**config.mk**
```make
export PLATFORM = sky130hd
export DESIGN_NAME = lwe_mac_datapath
export DESIGN_NICKNAME = d
export VERILOG_FILES = /design/src/rtl/lwe_pkg.sv /design/src/rtl/lwe_scale_round.sv /design/src/rtl/lwe_mac_datapath.sv
export SDC_FILE = /design/constraint.sdc
export NUM_CORES = 1
export LEC_CHECK = 0
export CORE_AREA = 3 3 153 155
export CTS_CLUSTER_SIZE = 24
export DETAILED_ROUTE_END_ITERATION = 10
export DIE_AREA = 0 0 156 158
export GPL_TIMING_DRIVEN = 0
export SLEW_MARGIN = 20
export SYNTH_ARGS = -nofsm -noshare
export SYNTH_HDL_FRONTEND = slang
export SYNTH_SLANG_ARGS = --single-unit
```
**constraint.sdc**
```tcl
create_clock -name clk -period 7.94 [get_ports clk]
set_input_delay 1.985 -clock clk [delete_from_list [all_inputs] [get_ports clk]]
set_output_delay 1.985 -clock clk [all_outputs]
set_load 0.02 [all_outputs]
```
**src/rtl/lwe_pkg.sv**
```systemverilog
// rtl/lwe_pkg.sv - shared opcodes, FSM state encoding and delta shift helper for the LWE MAC datapath
package lwe_pkg;

   localparam logic [1:0] OPC_ENCRYPT = 2'd0;
   localparam logic [1:0] OPC_DECRYPT = 2'd1;
   localparam logic [1:0] OPC_ADD     = 2'd2;
   localparam logic [1:0] OPC_MULT    = 2'd3;

   typedef enum logic [1:0] {
      ST_IDLE   = 2'd0,
      ST_ACCUM  = 2'd1,
      ST_FINISH = 2'd2
   } state_t;

   // delta = 2^(q bits - p bits); expressed as a shift amount
   function automatic int delta_shift(input int ct_width, input int pt_width);
      return ct_width - pt_width;
   endfunction

endpackage

```
**src/rtl/lwe_scale_round.sv**
```systemverilog
// rtl/lwe_scale_round.sv - plaintext encode (m*delta) and decode (floor, or round when LWE_DEC_ROUND_EN is defined)
module lwe_scale_round
   import lwe_pkg::*;
#(
   parameter int PLAINTEXT_WIDTH  = 6,
   parameter int CIPHERTEXT_WIDTH = 10
) (
   input  logic [PLAINTEXT_WIDTH-1:0]  msg,
   input  logic [CIPHERTEXT_WIDTH-1:0] x,
   output logic [CIPHERTEXT_WIDTH-1:0] enc_term,
   output logic [PLAINTEXT_WIDTH-1:0]  dec_msg
);

   localparam int SHIFT = delta_shift(CIPHERTEXT_WIDTH, PLAINTEXT_WIDTH);

   assign enc_term = CIPHERTEXT_WIDTH'(msg) << SHIFT;

`ifdef LWE_DEC_ROUND_EN
   localparam logic [CIPHERTEXT_WIDTH-1:0] HALF_DELTA = CIPHERTEXT_WIDTH'(1) << (SHIFT - 1);
   logic [CIPHERTEXT_WIDTH-1:0] x_rnd;

   // wraps mod q first, so values just below q round to plaintext 0
   assign x_rnd   = x + HALF_DELTA;
   assign dec_msg = x_rnd[CIPHERTEXT_WIDTH-1 -: PLAINTEXT_WIDTH];
`else
   assign dec_msg = x[CIPHERTEXT_WIDTH-1 -: PLAINTEXT_WIDTH];
`endif

endmodule

```
**src/rtl/lwe_mac_datapath.sv**
```systemverilog
// rtl/lwe_mac_datapath.sv - LWE encrypt/decrypt inner-product MAC and ciphertext add; DEC rounding via LWE_DEC_ROUND_EN
module lwe_mac_datapath
   import lwe_pkg::*;
#(
   parameter int PLAINTEXT_WIDTH  = 6,
   parameter int CIPHERTEXT_WIDTH = 10,
   parameter int DIMENSION        = 10,
   parameter int DIM_WIDTH        = 4,
   parameter int ADDR_WIDTH       = 10
) (
   input  logic                        clk,
   input  logic                        rst,
   input  logic                        en,
   input  logic [1:0]                  opcode,
   input  logic [DIM_WIDTH-1:0]        row,
   input  logic [ADDR_WIDTH-1:0]       out_addr,
   input  logic [CIPHERTEXT_WIDTH-1:0] op1_rdata,
   input  logic [CIPHERTEXT_WIDTH-1:0] op2_rdata,
   input  logic [CIPHERTEXT_WIDTH-1:0] scalar_in,
   input  logic [PLAINTEXT_WIDTH-1:0]  msg_in,
   output logic                        wr_en,
   output logic [ADDR_WIDTH-1:0]       wr_addr,
   output logic [CIPHERTEXT_WIDTH-1:0] wr_data,
   output logic                        done,
   output logic                        err
);

   localparam logic [DIM_WIDTH-1:0] LAST_ROW = DIM_WIDTH'(DIMENSION - 1);

   logic                        s0_valid;
   logic [1:0]                  s0_opc;
   logic [DIM_WIDTH-1:0]        s0_row;
   logic [ADDR_WIDTH-1:0]       s0_addr;
   logic [CIPHERTEXT_WIDTH-1:0] s0_scalar;
   logic [PLAINTEXT_WIDTH-1:0]  s0_msg;

   logic                        s1_valid;
   logic [1:0]                  s1_opc;
   logic [DIM_WIDTH-1:0]        s1_row;
   logic [ADDR_WIDTH-1:0]       s1_addr;
   logic [CIPHERTEXT_WIDTH-1:0] s1_scalar;
   logic [PLAINTEXT_WIDTH-1:0]  s1_msg;
   logic [CIPHERTEXT_WIDTH-1:0] s1_prod;
   logic [CIPHERTEXT_WIDTH-1:0] s1_sum;

   state_t                      state, state_d;
   logic [CIPHERTEXT_WIDTH-1:0] acc, acc_d;
   logic [DIM_WIDTH-1:0]        last_row, last_row_d;
   logic [1:0]                  lat_opc, lat_opc_d;
   logic [CIPHERTEXT_WIDTH-1:0] lat_scalar, lat_scalar_d;
   logic [PLAINTEXT_WIDTH-1:0]  lat_msg, lat_msg_d;
   logic [ADDR_WIDTH-1:0]       lat_addr, lat_addr_d;
   logic                        err_d;

   logic                        s1_legal, s1_add, s1_mac, fin;
   logic [CIPHERTEXT_WIDTH-1:0] dec_x, enc_term;
   logic [PLAINTEXT_WIDTH-1:0]  dec_msg;

   // element pipeline: stage0 captures the request, stage1 the operand arithmetic
   always_ff @(posedge clk or posedge rst) begin
      if (rst) begin
         s0_valid  <= 1'b0;
         s0_opc    <= '0;
         s0_row    <= '0;
         s0_addr   <= '0;
         s0_scalar <= '0;
         s0_msg    <= '0;
         s1_valid  <= 1'b0;
         s1_opc    <= '0;
         s1_row    <= '0;
         s1_addr   <= '0;
         s1_scalar <= '0;
         s1_msg    <= '0;
         s1_prod   <= '0;
         s1_sum    <= '0;
      end else begin
         s0_valid <= en;
         if (en) begin
            s0_opc    <= opcode;
            s0_row    <= row;
            s0_addr   <= out_addr;
            s0_scalar <= scalar_in;
            s0_msg    <= msg_in;
         end
         s1_valid <= s0_valid;
         if (s0_valid) begin
            s1_opc    <= s0_opc;
            s1_row    <= s0_row;
            s1_addr   <= s0_addr;
            s1_scalar <= s0_scalar;
            s1_msg    <= s0_msg;
            s1_prod   <= CIPHERTEXT_WIDTH'(op1_rdata * op2_rdata);
            s1_sum    <= op1_rdata + op2_rdata;
         end
      end
   end

   assign s1_legal = s1_valid && (s1_opc != OPC_MULT) && (32'(s1_row) < DIMENSION);
   assign s1_add   = s1_legal && (s1_opc == OPC_ADD);
   assign s1_mac   = s1_legal && ((s1_opc == OPC_ENCRYPT) || (s1_opc == OPC_DECRYPT));
   assign fin      = (state == ST_FINISH);

   always_ff @(posedge clk or posedge rst) begin
      if (rst) begin
         state      <= ST_IDLE;
         acc        <= '0;
         last_row   <= '0;
         lat_opc    <= '0;
         lat_scalar <= '0;
         lat_msg    <= '0;
         lat_addr   <= '0;
         err        <= 1'b0;
      end else begin
         state      <= state_d;
         acc        <= acc_d;
         last_row   <= last_row_d;
         lat_opc    <= lat_opc_d;
         lat_scalar <= lat_scalar_d;
         lat_msg    <= lat_msg_d;
         lat_addr   <= lat_addr_d;
         err        <= err_d;
      end
   end

   always_comb begin
      state_d      = state;
      acc_d        = acc;
      last_row_d   = last_row;
      lat_opc_d    = lat_opc;
      lat_scalar_d = lat_scalar;
      lat_msg_d    = lat_msg;
      lat_addr_d   = lat_addr;
      err_d        = err;

      if (s1_valid && !s1_legal) begin
         err_d = 1'b1;
      end

      // a row-0 element may open a new operation from any state, including the FINISH cycle
      if (s1_mac && (s1_row == '0)) begin
         if (state == ST_ACCUM) begin
            err_d = 1'b1;
         end
         state_d      = (LAST_ROW == '0) ? ST_FINISH : ST_ACCUM;
         acc_d        = s1_prod;
         last_row_d   = '0;
         lat_opc_d    = s1_opc;
         lat_scalar_d = s1_scalar;
         lat_msg_d    = s1_msg;
         lat_addr_d   = s1_addr;
      end else begin
         case (state)
            ST_ACCUM: begin
               if (s1_mac) begin
                  if (s1_row == last_row + DIM_WIDTH'(1)) begin
                     acc_d      = acc + s1_prod;
                     last_row_d = s1_row;
                     if (s1_row == LAST_ROW) begin
                        state_d = ST_FINISH;
                     end
                  end else begin
                     err_d   = 1'b1;
                     state_d = ST_IDLE;
                  end
               end
            end
            ST_FINISH: begin
               state_d = ST_IDLE;
               if (s1_add || s1_mac) begin
                  err_d = 1'b1;
               end
            end
            default: begin
               if (s1_mac) begin
                  err_d = 1'b1;
               end
            end
         endcase
      end
   end

   assign dec_x = lat_scalar - acc;

   lwe_scale_round #(
      .PLAINTEXT_WIDTH  (PLAINTEXT_WIDTH),
      .CIPHERTEXT_WIDTH (CIPHERTEXT_WIDTH)
   ) u_scale_round (
      .msg      (lat_msg),
      .x        (dec_x),
      .enc_term (enc_term),
      .dec_msg  (dec_msg)
   );

   // the FINISH write owns the port; a coincident ADD write is dropped
   always_comb begin
      wr_en   = 1'b0;
      wr_addr = '0;
      wr_data = '0;
      done    = 1'b0;
      if (fin) begin
         wr_en   = 1'b1;
         done    = 1'b1;
         wr_addr = lat_addr;
         if (lat_opc == OPC_DECRYPT) begin
            wr_data = CIPHERTEXT_WIDTH'(dec_msg);
         end else begin
            wr_data = acc + lat_scalar + enc_term;
         end
      end else if (s1_add) begin
         wr_en   = 1'b1;
         wr_addr = s1_addr;
         wr_data = s1_sum;
      end
   end

endmodule
```
== Word-level counts from Yosys, hierarchy flattened ==
Cells that the tools add are included.

* Register bits: 131
* Bits of input ports: 55
* Output and inout bits: 23
* Word-level logic and storage cells: 86

* $add $sub $neg: 6
* Multipliers: 1
* Order comparisons: 1
* Eq/ne operators: 10
* Multiplexer cells: 29
* Reduce and logical (&&, ||, !) cells: 17

{| class="wikitable"
|+ Operator list
! operator !! count
|-
| two-way mux 10 bit || 9
|-
| adder 10 bit || 4
|-
| two-way mux 4 bit || 4
|-
| multiplier 10 x 10 -> 10 bit || 1
|-
| two-way mux 1 bit || 10
|-
| subtractor 10 bit || 1
|-
| two-way mux 2 bit || 4
|-
| == test 2 x 1 -> 1 bit (second input constant) || 3
|-
| logical AND 1 bit || 6
|-
| AND reduction 3 bit || 2
|-
| nonzero test 2 bit || 3
|-
| adder 4 x 1 -> 4 bit (second input constant) || 1
|-
| == test 2 bit (second input constant) || 2
|-
| == test 4 bit || 1
|-
| == test 4 bit (second input constant) || 1
|-
| zero test 4 bit || 1
|-
| < comparator 4 bit (second input constant) || 1
|-
| inequality test 4 x 3 -> 1 bit (second input constant) || 1
|-
| one-hot mux 2 bit (2 select lines) || 1
|-
| inequality test 3 bit (second input constant) || 1
|-
| nonzero test 3 bit || 1
|-
| zero test 2 bit || 1
|-
| logical OR 1 bit || 2
|-
| inequality test 2 bit (second input constant) || 1
|-
| 2 further kinds || 2
|}

== Depth between registers and ports, before layout ==
* Depth in word-level cells: 10
* Mapped depth: 17

== Modules after synthesis ==
Synthesis repeated with hierarchy kept, for this count alone.

* Cells, all modules: 852
* Area, all modules: 8481.9 um2

{| class="wikitable"
|+ Modules (own cells, without submodules)
! module !! instances !! cells an instance !! area an instance (um2)
|-
| lwe_mac_datapath || 1 || 835 || 8358.0
|-
| lwe_scale_round || 1 || 17 || 123.9
|}

== Worst setup path before layout ==
No wires, ideal clock.

* Kind: input-to-reg
* From: in op2_rdata[1]
* To: reg s1_prod[9]
* Setup time: 137 ps
* Data arrival time: 5764 ps
* Setup slack: 2040 ps
* Cell stages on the path: 15
* Buffers on the path: 1
* Cells stage by stage: clkbuf_1 nand2_1 fa_1 fa_1 inv_1 fa_1 fa_1 fa_1 xnor2_1 xnor2_1 xnor2_1 xnor2_1 xnor2_1 xnor2_1 a21oi_1

* Cells in the longest elaborated chain, start to end: 1

{| class="wikitable"
|+ RTL lines
! what !! RTL line !! text
|-
| start: declaration || lwe_mac_datapath.sv:18 || <nowiki>input logic [CIPHERTEXT_WIDTH-1:0] op2_rdata,</nowiki>
|-
| multiplier 10 x 10 -> 10 bit || lwe_mac_datapath.sv:92 || <nowiki>s1_prod <= CIPHERTEXT_WIDTH'(op1_rdata * op2_rdata);</nowiki>
|-
| end signal: assignment || lwe_mac_datapath.sv:92 ||
|-
| end: declaration || lwe_mac_datapath.sv:43 || <nowiki>logic [CIPHERTEXT_WIDTH-1:0] s1_prod;</nowiki>
|}

No other way between the ends.
A chain may end at the register's enable or synchronous reset.

== Worst setup path in the final report ==
Same ends and word-level chain as after synthesis.

==> flow_metrics.tcl <==
set metrics [dict create \
    status "completed" \
    hp-class "register to register" \
    fin_cells 1191 \
    async_flop_share_pct 100 \
    internal_power_mw 2.03 \
    leakagePower_nw 4.57 \
    initial_core_util_pct 37.4 \
    grt.total_usage_pct 15.7 \
    rsz0062_at_grt "false" \
    synth_area_um2 8210 \
    synth_commonest_cells "nand2_1, dfrtp_1, mux2_2, ha_1, inv_1" \
    filler_cell_count 2056 \
    hpwl_mm 14.0 \
    num_vias 5856 \
    rows 54 \
    pre_cts_ws_ns 0.913 \
    post_cts_resized 0 \
    clkPwrFrac_pct 25.7 \
    grt_pass1_vias 5967 \
    synth-seq-cells 131 \
    ys_types 52 \
    clockBufferDepth 2 \
    period_share_pct 82.4 \
    start_kind "primary input" \
    h-tree-depth 4 \
    antenna_found_initial 0 \
    tightestPinTransition_ns 0.787 \
    drive_gt1_share_pct 13.6 \
    grt_max_degree 94 \
    critPathMaxFanout 9 \
    fin_crit_ns 6.54 \
    ys_seq_area_share_pct 39.9 \
    setup-tns-final_ns 0 \
    grt_overflow 0 \
    dp_cells 1159 \
    gp_congestion 0.852 \
    coreArea_um2 22000 \
    cts_hold_buffers 0 \
    total_power_mw 3.13 \
    clock-sinks 131 \
    synth.most_common_cell "nand2_1" \
    grt_pass1_wl_mm 30.7 \
    fin_skew_ns 0.0106 \
    drt_wl_total_mm 18.4 \
    die_h_um 158 \
    chipWidth_um 156 \
    drt_pass1_iterations 4 \
    p_comb_share_pct 42.8 \
    ys_warn_count 0 \
    synth.area.top_cells "dfrtp_1, mux2_2, ha_1" \
    layout.nets 1048 \
    worst_path_max_delay_cell "fa_1" \
    max_cap_violations 0 \
    clock_latency_ns 0.43 \
    fmax_mhz 153 \
    drc 0 \
    via_per_inst 4.92 \
    postRouteAntennaNets 0 \
    post_drt_wl_per_cell_um 15.5 \
    max_slew_margin_pct 47.6 \
    synth_flop_cell "dfrtp_1" \
    cpMostUsedCell "xnor2_1" \
    clkTransAtPathRegs_ns 0.06 \
    setup_violations 0 \
    syn-num-nets 951 \
    cts_buffers 17 \
    synth_edf_count 0 \
    slew_viol_final 0 \
    path_class "primary input to register" \
    avgSynthCellArea_um2 10.2 \
    synth_top_area_cell "dfrtp_1" \
    pwr-share-seq_pct 31.5 \
    postCtsSetupBuffers 0 \
    num_antenna_cells 0 \
    dieArea_um2 24600 \
    postSynthCellCount 801 \
    max_stage_delay_ns 0.53 \
    root_buffer "clkbuf_16" \
    endpoint_kind "register" \
    cts_tree "yes" \
    power.density_nw_per_um2 314 \
    synth_top_area_share_pct 39.9 \
    setup_ws_ns 1.40 \
    finalHoldViolCount 0 \
    crit_required_ns 8.23 \
    drt_iter0_drc 218 \
    crit_chain "clkdlybuf4s50_1 > clkbuf_1 > nand2_1 > fa_1 > fa_1 > inv_1 > fa_1 > fa_1 > fa_1 > xnor2_1 > xnor2_1 > xnor2_1 > xnor2_1 > xnor2_1 > xnor2_1 > a21oi_1" \
    arrival_ns 6.83 \
    p_sw_mw 1.11 \
    ios 78 \
    syn_to_final_growth_pct 21.6 \
    io_buffer_count 77 \
    netSwitchingFraction_pct 35.3 \
    max-vdd-ir-drop_mv 0.157 \
]
[power groups by stage]
stage | sequential [mW] | clock [mW] | combinational [mW]
global placement | 0.995 | 0 | 1.32
global route | 1.01 | 0.851 | 1.54
detailed placement | 0.998 | 0 | 1.34
finish | 0.985 | 0.805 | 1.34
CTS | 0.989 | 0.823 | 1.36
floorplan | 0.940 | 0 | 1.08
[metrics by stage]
stage / hold slack [ns] / cell area [um^2] / util, %
after floorplan: 0.352 / 8210 / -
after global placement: 0.398 / 9330 / 42.5
after detailed placement: 0.399 / 9360 / 42.6
after CTS: 0.412 / 9980 / 45.4
after global routing: 0.423 / 9980 / 45.4
final: 0.401 / 9980 / 45.4
[placed cells by master, fill, tap and decap left out, types with 6 or more instances in the layout]
master	count
a21oi_1	29
mux2_2	82
clkdlybuf4s50_1	77
o21ai_0	36
clkbuf_16	17
nor3_1	7
and2_1	17
a21o_1	6
ha_1	66
nor2b_1	12
nand2_1	151
clkbuf_1	23
dfrtp_1	131
nor2_1	32
xnor2_1	42
xor2_1	10
fa_1	29
inv_1	50
[cell type report]
cell class / count / area [um^2] / area share, %
multi-input combinational: 595 / 4650 / 46.6
sequential: 131 / 3280 / 32.8
timing repair buffer: 78 / 798 / 8.00
clock inverter: 8 / 124 / 1.24
tap: 280 / 350 / 3.51
clock buffer: 24 / 492 / 4.93
inverter: 51 / 199 / 1.99
buffer: 24 / 91.3 / 0.915
[layer usage]
layer | part of all wire (%) | global-route usage [%] | vias to the layer above
li1 | - | - | 2918
met1 | 48 | 21.0 | 2785
met2 | 45 | 24.9 | 132
met3 | 5.5 | 4.32 | 21
met4 | 1.9 | 5.05 | 0
met5 | 0 | 0 | -
[final timing paths]
check,start,depth (start not counted),to,slack (ns)
setup reg to reg,s1_prod[0],10,acc[8],5.53
setup / recovery,op2_rdata[1],16,s1_prod[9],1.40
hold reg to reg,s0_valid,0,s1_valid,0.40
hold / removal,s0_valid,0,s1_valid,0.40
min in group asynchronous,rst,2,s1_addr[0],1.94
max in group asynchronous,rst,3,acc[3],5.26
[logic make-up (layout without fill, tap and decap cells)]
logic type | count (synthesis) | count (layout) | share of synthesized area, %
buf+inv | 75 | 185 | 3.44
compound gates | 121 | 121 | 9.28
xor+xnor | 52 | 52 | 5.55
flops | 131 | 131 | 39.9
simple gates | 244 | 244 | 13.3
mux | 83 | 83 | 11.4
fa+ha+maj | 95 | 95 | 17.1
[critical path, delay by kind of cell]
family | cells | cell delay (ns)
adder cells (fa/ha/maj) | 5 | 2.53
XOR/XNOR | 6 | 1.17
buffers and inverters | 3 | 0.91
AND/OR/NAND/NOR | 1 | 0.14
AO/OA/AOI/OAI | 1 | 0.09
Power figures use the tool's default switching activity.
